**src/rtl/stage_reg.sv**
```systemverilog
// Two-entry elastic pipeline stage: a main register drives the outputs and a
// skid register absorbs one entry of backpressure, so in_ready is purely
// registered. Optional idle-cycle counter bubble_cnt under STAGE_REG_PERF_EN.
module stage_reg #(
  parameter int WIDTH  = 32,
  parameter int CTRL_W = 3
) (
  input  logic              clk,
  input  logic              rst,
  input  logic              flush,
  input  logic              in_valid,
  output logic              in_ready,
  input  logic [CTRL_W-1:0] in_ctrl,
  input  logic [WIDTH-1:0]  in_data,
  output logic              out_valid,
  input  logic              out_ready,
  output logic [CTRL_W-1:0] out_ctrl,
  output logic [WIDTH-1:0]  out_data
`ifdef STAGE_REG_PERF_EN
  ,
  output logic [31:0]       bubble_cnt
`endif
);

  typedef enum logic [1:0] {
    EMPTY = 2'd0,
    ONE   = 2'd1,
    FULL  = 2'd2
  } state_t;

  state_t state, state_n;

  logic [CTRL_W-1:0] main_ctrl, skid_ctrl;
  logic [WIDTH-1:0]  main_data, skid_data;

  logic xfer_in, xfer_out;
  logic load_main_in, load_main_skid, load_skid, clear_ctrl;

  // Both handshake outputs decode the state register only, so there is no
  // combinational path from out_ready to in_ready.
  assign in_ready  = (state != FULL);
  assign out_valid = (state != EMPTY);
  assign out_ctrl  = main_ctrl;
  assign out_data  = main_data;

  assign xfer_in  = in_valid && in_ready;
  assign xfer_out = out_valid && out_ready;

  // NOTE: every output of this block gets a default first; a path that left
  // one unassigned would infer a latch.
  always_comb begin
    state_n        = state;
    load_main_in   = 1'b0;
    load_main_skid = 1'b0;
    load_skid      = 1'b0;
    clear_ctrl     = 1'b0;
    if (flush) begin
      state_n    = EMPTY;
      clear_ctrl = 1'b1;
    end else begin
      unique case (state)
        EMPTY: begin
          if (xfer_in) begin
            state_n      = ONE;
            load_main_in = 1'b1;
          end
        end
        ONE: begin
          if (xfer_in && xfer_out) begin
            load_main_in = 1'b1;
          end else if (xfer_in) begin
            state_n   = FULL;
            load_skid = 1'b1;
          end else if (xfer_out) begin
            state_n    = EMPTY;
            clear_ctrl = 1'b1;
          end
        end
        FULL: begin
          if (xfer_out) begin
            state_n        = ONE;
            load_main_skid = 1'b1;
          end
        end
        default: begin
          state_n    = EMPTY;
          clear_ctrl = 1'b1;
        end
      endcase
    end
  end

  // NOTE: sequential state uses non-blocking assignments so every register
  // samples pre-edge values regardless of statement order.
  always_ff @(posedge clk) begin
    if (rst) state <= EMPTY;
    else     state <= state_n;
  end

  // NOTE: the payload registers are reset too, because out_data must read 0
  // after reset; otherwise they would only need the load enables.
  always_ff @(posedge clk) begin
    if (rst) begin
      main_ctrl <= '0;
      main_data <= '0;
      skid_ctrl <= '0;
      skid_data <= '0;
    end else begin
      if (load_main_in) begin
        main_ctrl <= in_ctrl;
        main_data <= in_data;
      end else if (load_main_skid) begin
        main_ctrl <= skid_ctrl;
        main_data <= skid_data;
      end else if (clear_ctrl) begin
        main_ctrl <= '0;   // data keeps its last value while idle
      end
      if (load_skid) begin
        skid_ctrl <= in_ctrl;
        skid_data <= in_data;
      end
    end
  end

`ifdef STAGE_REG_PERF_EN
  logic [31:0] bubble_q;

  // Counts idle cycles, saturating; flush does not touch it.
  always_ff @(posedge clk) begin
    if (rst)                             bubble_q <= '0;
    else if (!out_valid && !(&bubble_q)) bubble_q <= bubble_q + 32'd1;
  end

  assign bubble_cnt = bubble_q;
`endif

endmodule
```
**config.mk**
```make
export PLATFORM = sky130hd
export DESIGN_NAME = stage_reg
export DESIGN_NICKNAME = d
export VERILOG_FILES = /design/src/rtl/stage_reg.sv
export SDC_FILE = /design/constraint.sdc
export NUM_CORES = 1
export LEC_CHECK = 0
export ABC_AREA = 0
export CAP_MARGIN = 40
export CORE_ASPECT_RATIO = 0.9
export CORE_MARGIN = 1
export CORE_UTILIZATION = 52
export CTS_CLUSTER_SIZE = 40
export DETAILED_ROUTE_END_ITERATION = 16
export GPL_ROUTABILITY_DRIVEN = 0
export PLACE_DENSITY = 0.94
export SLEW_MARGIN = 25
export SYNTH_ARGS = -nofsm -noshare
export SYNTH_HDL_FRONTEND = slang
export SYNTH_SLANG_ARGS = --single-unit
```
**constraint.sdc**
```tcl
create_clock -name clk -period 2.7 [get_ports clk]
set_input_delay 0.27 -clock clk [delete_from_list [all_inputs] [get_ports clk]]
set_output_delay 0.27 -clock clk [all_outputs]
set_load 0.01 [all_outputs]
```
=== Yosys cells after proc, flatten, opt, wreduce, memory -nomap -nowiden ===
Index checks and enable logic that the tools add are counted.

* Shift-type cells: 0
* Multiply operators: 0
* Bitwise gates (word level): 0
* $add $sub $neg: 0
* Multiplexer cells: 25
* Divide/modulo/power cells: 0
* Reductions and logical operators: 10
* Order comparisons: 0
* Eq/ne operators: 7

{| class="wikitable"
|+ Operators with widths
! operator !! count
|-
| $mux 32 || 2
|-
| $mux 1 || 12
|-
| $mux 2 || 5
|-
| $mux 3 || 3
|-
| $ne 2x2->1 const B || 4
|-
| $pmux 2 s3 || 1
|-
| $pmux 1 s2 || 2
|-
| $reduce_and 4->1 || 1
|-
| $reduce_bool 2->1 || 2
|-
| $reduce_or 2->1 || 2
|-
| $logic_and 1x1->1 || 3
|-
| $ne 3x3->1 const B || 1
|-
| $reduce_bool 3->1 || 1
|-
| $eq 2x1->1 const B || 1
|-
| $eq 2x2->1 const B || 1
|-
| $logic_not 2->1 || 1
|}

* Memory bits (read-only): 0
* Bits in writable memories: 0
* Output and inout port bits: 37
* Memories: 0
* Input port bits: 40
* Latch bits: 0
* Bits in registers: 72
* Logic and storage cells: 47

=== Longest topological paths before layout ===
* Word-level depth: 10
* Gate-level depth with buffers: 7
* Gate-level depth less buffers: 4

=== Worst setup path before layout ===
Ideal clock, no wire load.

* Kind: reg2reg
* From: register state[1]
* To: register main_data[28] (netlist: out_data[28])
* Setup time: 0.136 ns
* Path slack: 1.306 ns
* Period minus slack after synthesis: 1.394 ns
* Cell stages (with the launch flop): 8
* Data required time: 2.564 ns
* Arrival time: 1.258 ns
* Cell sequence: dfxtp_1 -> buf_6 -> nand2b_4 -> nor3b_2 -> buf_6 -> buf_12 -> mux2i_1 -> a211oi_2

* Word-level cells in the longest chain between the ends: 7
* Elaborated cells between the ends (all ways): 17
* Those cells by class: eq/ne: 3; mux: 8; reduce/logical: 6

{| class="wikitable"
|+ Ends and longest elaborated chain
! element !! RTL line !! RTL
|-
| from (decl) || 31 || <nowiki>state_t state, state_n;</nowiki>
|-
| from (signal assigned) || 97 || <nowiki>else state <= state_n;</nowiki>
|-
| $ne 2x2->1 * || 41 || <nowiki>assign in_ready = (state != FULL);</nowiki>
|-
| via in_ready || 12 || <nowiki>output logic in_ready,</nowiki>
|-
| $logic_and 1x1->1 * || 46 || <nowiki>assign xfer_in = in_valid && in_ready;</nowiki>
|-
| $logic_and 1x1->1 || 69 || <nowiki>if (xfer_in && xfer_out) begin</nowiki>
|-
| $mux 1 || 69 ||
|-
| $pmux 1 s2 * || 61 || <nowiki>unique case (state)</nowiki>
|-
| $mux 1 * || 57 || <nowiki>if (flush) begin</nowiki>
|-
| $mux 32 or $reduce_bool 2->1 (tied branches) || - ||
|-
| to (signal assigned) || 111 || <nowiki>main_data <= in_data;</nowiki>
|-
| to (signal assigned) || 114 || <nowiki>main_data <= skid_data;</nowiki>
|-
| to (decl) || 34 || <nowiki>logic [WIDTH-1:0] main_data, skid_data;</nowiki>
|}

Mark *: on every way through the listed nets, which the timed path passes. The rest lies on a longest branch.
A chain may end at the register's enable or synchronous reset.

=== Final worst setup path ===
* From: register state[0]
* To: output in_ready

* Word-level cells in the longest chain between the ends: 1

{| class="wikitable"
|+ Ends and longest elaborated chain
! element !! RTL line
|-
| $ne 2x2->1 || 41
|-
| to (decl) || 12
|}

Every way passes these cells.

==> results <==
- The flow ran to the end, and the final reports show no timing, DRC or antenna violations.
- The pin count of the biggest net entering global routing is 73.
- The largest fanout on the critical path is 11.
- Sorting the synthesized cells by area gives the leading types as dfxtp_1, mux2i_1, nand2_1.
- Once detail routing completed, the nets flagged for antenna violations numbered 0.
- The number of slew-limit violations in the final report is 0.
- The fmax is 526.6 MHz.
- The initial antenna violation count is 0.
- The dominant register cell in the synthesized netlist is dfxtp_1.
- The worst setup path is captured at a primary output.
- In the synthesized netlist the async set-or-reset flop fraction comes to 0.
- Final hold analysis gives a worst-case slack of 457.7 ps.
- After detailed routing, the number of remaining DRC violations is 0.
- The worst slack at placement is 627.8 ps.
- The total half-perimeter wirelength after legalization and detailed placement is 4517 µm.
- The master cell of the clock root buffer is clkbuf_8.
- The analysis attributes to cell leakage a power of 0.001289 µW.
- In this run the standard cell core region covers 0.005411 mm².
- Walking the worst path, the cells encountered are nand2b_4 > clkdlybuf4s50_1.
- A synthesized cell averages 8.989 µm².
- After technology mapping, the gate count stands at 336.
- Compared with the post-synthesis result, the final layout area differs by 29.16%.
- Of the cells placed in the final design, the portion with a size suffix greater than 1 is 0.08354.
- For this design the top-level I/O count stands at 77.
- Gates resized during post-CTS repair numbered 0.
- Setup repair after global routing left no endpoint under its margin.
- The count of flip-flops with a built-in enable after synthesis is 0.
- The clock transition time at the flip-flop clock pins of the worst setup and hold paths is 70 ps.
- The routed design could run at a clock period as short as 1899 ps.
- Clock tree synthesis found a total of 72 sinks.
- In this run, synthesis produced a sequential element count of 72.
- The worst reg2reg path depth is 5.
- The slowest stage of the critical path belongs to the cell clkdlybuf4s50_1.
- The dominant cell type by area after synthesis is dfxtp_1.
- The via count is 2603.
- The final worst slack is 800.9 ps.
- The number of buffers and inverters on the critical path is 1.
- Of the available clock period, the critical path in the final layout requires 0.7034.
- The largest single stage delay on the critical path is 550 ps.
- The share of synthesized area in the top cell type comes to 0.4772.
- The reported max-cap violation count is 0.
- In the final routed layout, each cell accounts on average for 14.57 µm.
- The number of cells on the worst hold path is 2.
- The worst setup path is of the flip-flop to primary output kind.
- The number of hold violations in the final report is 0.
- The summed negative setup slack over all endpoints is 0 ps.
- The maximum vdd ir drop is 0.3636 mV.
- The most frequent cell after synthesis is nand2_1.
- Dividing the detail-routed via count by the number of cells gives 5.492.
- Counting instances in the post-synthesis netlist gives the leading cell types as nand2_1, dfxtp_1, a21oi_1, nor2_1, mux2i_1.
- The ratio of total power to cell area is 545.1 mW/mm².
- At the pin with the least slew margin, the transition time is 756.5 ps.
- Summed over all layers, the global routing overflow is 0.
- The number of port buffers is 76.
- The clock tree from TritonCTS is yes.
- The first-pass GRT wire length is 10960 µm.
- The routed wire length is 6906 µm.
- For this configuration, the core starts out at a cell density of 0.5582.
- The end-of-flow core utilization is 0.7209.
- The overall die area is 0.006117 mm².
- The register-to-register path setup slack is 940 ps.
- The cell family contributing the most delay on the critical path is buffers and inverters.
- Synthesis instantiated 27 different standard cells from the library.
- The buffer levels on the longest clock path is 2.
- For the worst-skew pair, the clock arrives at the later sink with an insertion delay of 340 ps.
- The startpoint type of the worst setup path is a flip-flop.
- The number of rows created at floorplan is 25.
- The final worst clock skew is 7.019 ps.
- After synthesis the cells add up to 0.003020 mm².
- The number of global-route vias before repair came to 2439.
- Clock tree synthesis inserted a total of 9 buffers.
- Across every metal layer, demand over resource in global routing totals 0.2405.
- The first routing iteration left 154 violations.
- The buffer count from post-CTS setup fixing is 0.
- For this run, the number of Yosys warnings is 0.
- The worst slew slack as a fraction of its limit is 0.4957.
- The net count of the finished layout is 444.
- The deepest level of the CTS H-tree is 3.
- The total stage count of the critical path is 2.
- The number of nets in the synthesized netlist is 376.
- The die span in y is 74.30 µm.
- The repair_antennas step left the layout with diodes totalling 0.
- The tightest min-delay check is of the flip-flop to flip-flop type.
- The number of buffers inserted for hold repair after clock tree synthesis is 0.
- The post-layout instance area is 0.003901 mm².
- The horizontal die dimension is 82.34 µm.
- The final setup violation count is 0.
- Summing all placed instances gives a cell area of 0.003747 mm².
- The data arrival time of the critical path is 1630 ps.
- The number of iterations in the first detailed-routing pass is 4.
- The post-synthesis sequential area ratio is 0.4772.
- The required arrival time at the worst endpoint is 2430 ps.
## routing by layer
| metal | vias up | share of wire | track usage |
|---|---|---|---|
| met5 | - | 0 | 0 |
| met4 | 0 | 0.0094 | 0.08772 |
| met3 | 7 | 0.059 | 0.09080 |
| met2 | 72 | 0.50 | 0.3976 |
| met1 | 1234 | 0.43 | 0.2850 |
| li1 | 1290 | - | - |
## worst paths after layout
kind / startpoint / to
hold reg to reg: skid_data[16] / skid_data[16]
setup reg to reg: state[1] / out_data[12]
hold / removal: skid_data[16] / skid_data[16]
setup / recovery: state[0] / in_ready
## layout by cell type, fill, tap and decap left out
cell,n
nor2_4,1
clkdlybuf4s50_1,75
or3b_4,1
nor3_1,2
dfxtp_1,72
buf_4,9
o22a_1,1
nor3b_4,1
nand2b_1,2
clkinv_2,1
a211oi_1,29
nor3b_2,1
mux2i_1,34
o21ai_0,1
nor2b_1,3
nor4b_1,1
clkbuf_8,10
a32oi_1,1
a22oi_1,2
clkbuf_1,3
nor2_2,1
a21oi_1,38
or2_2,1
a211oi_2,5
nand2_1,72
a2111oi_0,1
nor2_1,36
nand2_2,1
nand2b_4,1
buf_2,1
## power by group
group	total (µW)	leakage (µW)	internal (µW)	switching, µW
clock network	708	0.0000794	348	360
registers	1130	0.000587	1100	27.3
logic	287	0.000622	160	127
total	2130	0.00129	1610	514
## through the flow
step / cells / power, µW
after global routing: 474 / 2209
final: 474 / 2127
after global placement: 460 / 1431
after detailed placement: 460 / 1440
after floorplan: 336 / 1279
after CTS: 474 / 2145
## cell families (layout without fill, tap and decap cells)
group,count (synthesis),in the layout,synth area share
buffers and inverters,28,99,0.06255
muxes,34,34,0.1127
and+or+nand+nor,124,124,0.1765
DFF,72,72,0.4772
AOI/OAI and AO/OA,78,78,0.1711
## final cells by class
| class | instances | area (µm²) |
|---|---|---|
| Multi-Input combinational cell | 236 | 1399 |
| Fill cell | 425 | 1510 |
| Timing Repair Buffer | 85 | 823.3 |
| Tap cell | 67 | 83.83 |
| Clock buffer | 13 | 148.9 |
| Sequential cell | 72 | 1441 |
| Clock inverter | 1 | 5.005 |
## worst reg2reg max path: stages (launching register included)
cell and delay (ps):
dfxtp_1 550, nand2b_4 120, nor3b_4 210, buf_4 360, mux2i_1 280, a211oi_1 90
## sequential cells by signal (all words and copies together), names as in the netlist
| register | flops |
|---|---|
| out_ctrl | 3 |
| out_data | 32 |
| state | 2 |
| skid_ctrl | 3 |
| skid_data | 32 |
No activity file was read; power rests on OpenSTA's default activity.
==> patch 1: new RTL, same settings <==
Re-encode `state_t` (3 states) as one-hot, 3 bits wide.
--- a/src/rtl/stage_reg.sv
+++ b/src/rtl/stage_reg.sv
@@ -22,10 +22,10 @@
 `endif
 );
 
-  typedef enum logic [1:0] {
-    EMPTY = 2'd0,
-    ONE   = 2'd1,
-    FULL  = 2'd2
+  typedef enum logic [2:0] {
+    EMPTY = 3'b001,
+    ONE   = 3'b010,
+    FULL  = 3'b100
   } state_t;
 
   state_t state, state_n;
Formal check against the unedited RTL: no difference found for any inputs over 10 cycles, from zero or initial values and one cycle with rst high; not proved beyond that.
==> patch 1 against the unedited design <==
Register-to-register slack worse by 0.37 ns. Fmax is 11% lower. First-iteration DRC count increased by 22%. Synthesized area decreased by 2.3%. Worst setup slack got worse by 0.24 ns. Clock power up 17%. Final area is 0.61% higher. Sequential cell count increased by 1. Combinational power down 15%. Routed wire length up 5.5%. Core utilization rose by 1.3 points. Total power up 3.2%. Critical path type is now primary input to flop. Largest power group unchanged. Highest routed layer unchanged.
==> patch 1: results (changes against the unedited design) <==
- Synth top area cells: dfxtp_1, a21oi_1, nand2_1
- Final layout net count: 457 (+2.9%)
- Routed met3 length: 571 um (+39%)
- Worst hold path endpoint: skid_data[29]
- Metal2 WL: 3496 um (+1.5%)
- Number of global-route vias before repair: 2,573 (+5.5%)
- Async set-reset flop share out of synthesis: 0 (unchanged)
- CTS H-tree lvls: 3 (unchanged)
- WHS Path Cells: 2 (unchanged)
- Fraction of final layout cells sized beyond drive strength 1: 0.09242 (+0.008879)
- Peak supply drop: 0.3808 mV (+4.7%)
- HP Start: skid_data[29]
- Worst path slowest cell: clkdlybuf4s50_1
- Syn_area_per_cell: 8.409 sq um (-6.5%)
- Max Buffers Root-to-Sink: 2 (unchanged)
- Pin count of the biggest net entering global routing: 46 (-37%)
- Syn Nets: 391 (+4.0%)
- Met1 Usage GRT: 0.3124 (+0.02740)
- P_leak: 1.302 nW (+1.0%)
- DRT iter0 DRCs: 188 (+22%)
- Highest routed layer: met4
- Register area share after synthesis: 0.4951 (+0.01791)
- Worst r2r dst: out_data[1]
- CTS Buf Count: 9 (unchanged)
- Ant diodes: 0 (unchanged)
- Post-synth top flop: dfxtp_1
- Synth top cells by count: nand2_1, dfxtp_1, a21oi_1
- Global-route wire length before repair: 11,720 um (+7.0%)
- Filler instances: 396 (-6.8%)
- R2R Path Start: state[0]
- Met1 Wirelength: 3056 um (+2.3%)
- Overall routing resource usage: 0.2554 (+0.01491)
- Post-synth cell types: 29 (+7.4%)
- GR met2 Demand/Resource: 0.4259 (+0.02831)
- Post-DP HPWL: 4714 um (+4.4%)
- Met3 usage: 0.06211 (-0.02869)
- Placed cells: 473 (+2.8%)
- Reg area: 1461 sq um (+1.4%)
- Final wirelength: 7286 um (+5.5%)
- Final instance count without filler cells: 489 (+3.2%)
- Port bufs: 76 (unchanged)
- Max FO, Critical Path: 20 (+9)
- Flop2flop setup slack: 0.57 ns (-0.37 ns)
- Vias: 2,803 (+7.7%)
- Crit path DAT: 2.39 ns (+0.76 ns)
- Clock root cell: clkbuf_8
- Status: completed
- Drt first pass iters: 5 (+1)
- Worst Tran Pin Value: 0.8517 ns (+0.09520 ns)
- Largest stage delay, worst path: 0.63 ns (+0.08 ns)
- # resized after CTS: 0 (unchanged)
- Skew final: 0.01370 ns (+0.006678 ns)
-- patch 1: cell count changes after synthesis, moves of 4 or more --
cell	delta
a211oi_1	-29
a211oi_2	-5
mux2i_1	-34
a22oi_1	+30
clkbuf_1	+4
nor2_1	-33
a21oi_1	+32
nand3_1	+33
-- patch 1: worst max-delay path: cells and delay by family --
kind	cells	cell delay (ns)
buffers and inverters	2	0.98
AND/OR/NAND/NOR	1	0.25
AO/OA/AOI/OAI	3	0.89
-- patch 1: cells by family after synthesis --
family	share of synthesized area
compound gates	0.2276
xor+xnor	0.002968
buf+inv	0.05892
flops	0.4951
simple gates	0.2153
-- patch 1: stage by stage --
stage | hold WS [ns] | cell area, sq um | setup slack, ns | utilization
finish | 0.4548 | 3925 | 0.5638 | 0.7338
global route | 0.4706 | 3925 | 0.4326 | 0.7338
floorplan | 0.3965 | 2952 | 1.210 | -
global placement | 0.4405 | 3730 | 0.3602 | 0.6973
detailed placement | 0.4462 | 3730 | 0.2893 | 0.6973
CTS | 0.4565 | 3925 | 0.5866 | 0.7338
-- patch 1: worst max-delay path by stage --
stage                          from      endpoint  slack, ns  depth (start not counted)
after CTS                  state[0]  out_data[25]       0.59                          5
final                     out_ready   out_data[1]       0.56                          6
after floorplan            state[2]   out_ctrl[0]       1.21                          5
after global placement    out_ready   out_data[1]       0.36                          6
after detailed placement  out_ready  out_data[24]       0.29                          6
after global routing       state[0]   out_data[1]       0.43                          5
-- patch 1: final cells by class --
cell class,count,area share
sequential,73,0.3723
timing repair buffer,88,0.2187
multi-input combinational,243,0.3360
clock buffer,9,0.03156
inverter,2,0.001913
clock inverter,7,0.01817
tap,67,0.02136
-- patch 1: report_power, final --
group,internal (mW),total (mW),switching [mW]
logic,0.135,0.243,0.108
clock network,0.426,0.831,0.405
registers,1.10,1.12,0.0175
==> patch 2: new RTL, config.mk and constraints unchanged <==
Made on the original files. Add a define of `STAGE_REG_PERF_EN`.
--- a/src/rtl/stage_reg.sv
+++ b/src/rtl/stage_reg.sv
@@ -1,6 +1,8 @@
 // Two-entry elastic pipeline stage: a main register drives the outputs and a
 // skid register absorbs one entry of backpressure, so in_ready is purely
 // registered. Optional idle-cycle counter bubble_cnt under STAGE_REG_PERF_EN.
+`define STAGE_REG_PERF_EN
+
 module stage_reg #(
   parameter int WIDTH  = 32,
   parameter int CTRL_W = 3
Behaviour (old outputs only; new: bubble_cnt): unchanged (equiv_simple and equiv_induct, registers matched by name and starting in step).
==> patch 2 against the unedited design <==
Fmax shrank 22%. Synthesized area rose by 50%. Core utilization shrank 0.40 points. Worst setup slack lost 0.55 ns. Final area rose by 52%. Sequential cell count is 32 higher. Via count up 62%. Worst hold slack got worse by 0.13 ns. Routed wire length is 67% higher. Count of clock-buffer cells in the layout shrank 3. Total power up 36%.
==> patch 2: results (changes against the unedited design) <==
- Status: completed
- Skew final: 0.01460 ns (+0.007580 ns)
- Met3 usage: 0.07508 (-0.01572)
- Peak supply drop: 0.2912 mV (-20%)
- DRT iter0 DRCs: 160 (+3.9%)
- Port bufs: 108 (+42%)
- Drt first pass iters: 5 (+1)
- Metal2 WL: 5727 um (+66%)
- Post-DP HPWL: 7771 um (+72%)
- Clock slew at reported path FFs: 0.11 ns (+0.04 ns)
- Pin count of the biggest net entering global routing: 92 (+26%)
- Worst skew pair latency: 0.37 ns (+0.03 ns)
- Synth top area cells: dfxtp_1, mux2i_1, nand2_1
- Largest stage delay, worst path: 0.80 ns (+0.25 ns)
- Number of global-route vias before repair: 4,044 (+66%)
- Hold Crit Class: primary input to flop
- Wirelength per Cell: 15.59 um (+7.0%)
- Max FO, Critical Path: 18 (+7)
- Met1 Usage GRT: 0.3085 (+0.02353)
- Final layout net count: 660 (+49%)
- Via density: 5.696 (+3.7%)
- DP Worst Slack: 0.2808 ns (-0.3470 ns)
- CP delay by family, top: simple AND/OR/NAND/NOR gates
- Syn Nets: 568 (+51%)
- GR met2 Demand/Resource: 0.4412 (+0.04360)
- Global-route wire length before repair: 18,730 um (+71%)
- P_leak: 1.969 nW (+53%)
- Filler instances: 598 (+41%)
- Worst Tran Pin Value: 0.8808 ns (+0.1243 ns)
- Synth top cells by count: dfxtp_1, nand2_1, nor2_1
- Fraction of final layout cells sized beyond drive strength 1: 0.07212 (-0.01142)
## patch 2: cell count changes after synthesis, moves of 6 or more
cell | unedited run | this run
dfxtp_1 | 72 | 104
nor2_1 | 36 | 68
clkbuf_1 | 13 | 26
a21oi_1 | 38 | 50
nand4_1 | 0 | 12
mux2_2 | 0 | 9
nand2_1 | 73 | 82
or4_1 | 0 | 9
nand3_1 | 0 | 8
nor2b_1 | 3 | 11
o31ai_1 | 0 | 7
inv_1 | 0 | 6
nor4_1 | 0 | 6
## patch 2: area by class of cell
type                       instances  share of cell area
clock buffer                      10             0.02324
clock inverter                     6             0.01035
tap                              115             0.02429
sequential                       104              0.3515
multi-input combinational        382              0.3883
inverter                           6            0.003802
timing repair buffer             116              0.1986
## patch 2: through the flow
stage          std cells  power (mW)  cell area (sq um)
2_1_floorplan        527       1.789               4543
5_1_grt              739       3.016               5923
6_report             739       2.892               5923
4_1_cts              738       2.915               5903
3_3_place_gp         722       1.956               5704
3_5_place_dp         722       1.970               5704
## patch 2: power breakdown
group,switching (mW),internal [mW]
logic,0.153,0.177
clock network,0.568,0.384
registers,0.0298,1.58
## patch 2: cell families after synthesis
group | Yosys count | synth area share
XOR/XNOR | 9 | 0.01735
flip-flops | 104 | 0.4583
adder cells (fa/ha/maj) | 1 | 0.002754
buffers and inverters | 41 | 0.03828
AND/OR/NAND/NOR | 223 | 0.2305
multiplexers | 43 | 0.09749
AO/OA/AOI/OAI | 106 | 0.1553
## patch 2: path summary, 6_finish.rpt
path,from,end,slack [ns],cells past startpoint
setup / recovery,state[1],bubble_cnt[25],0.26,5
hold / removal,rst,bubble_cnt[0],0.33,2
setup reg to reg,state[1],bubble_cnt[25],0.26,5
hold reg to reg,skid_data[6],skid_data[6],0.46,2
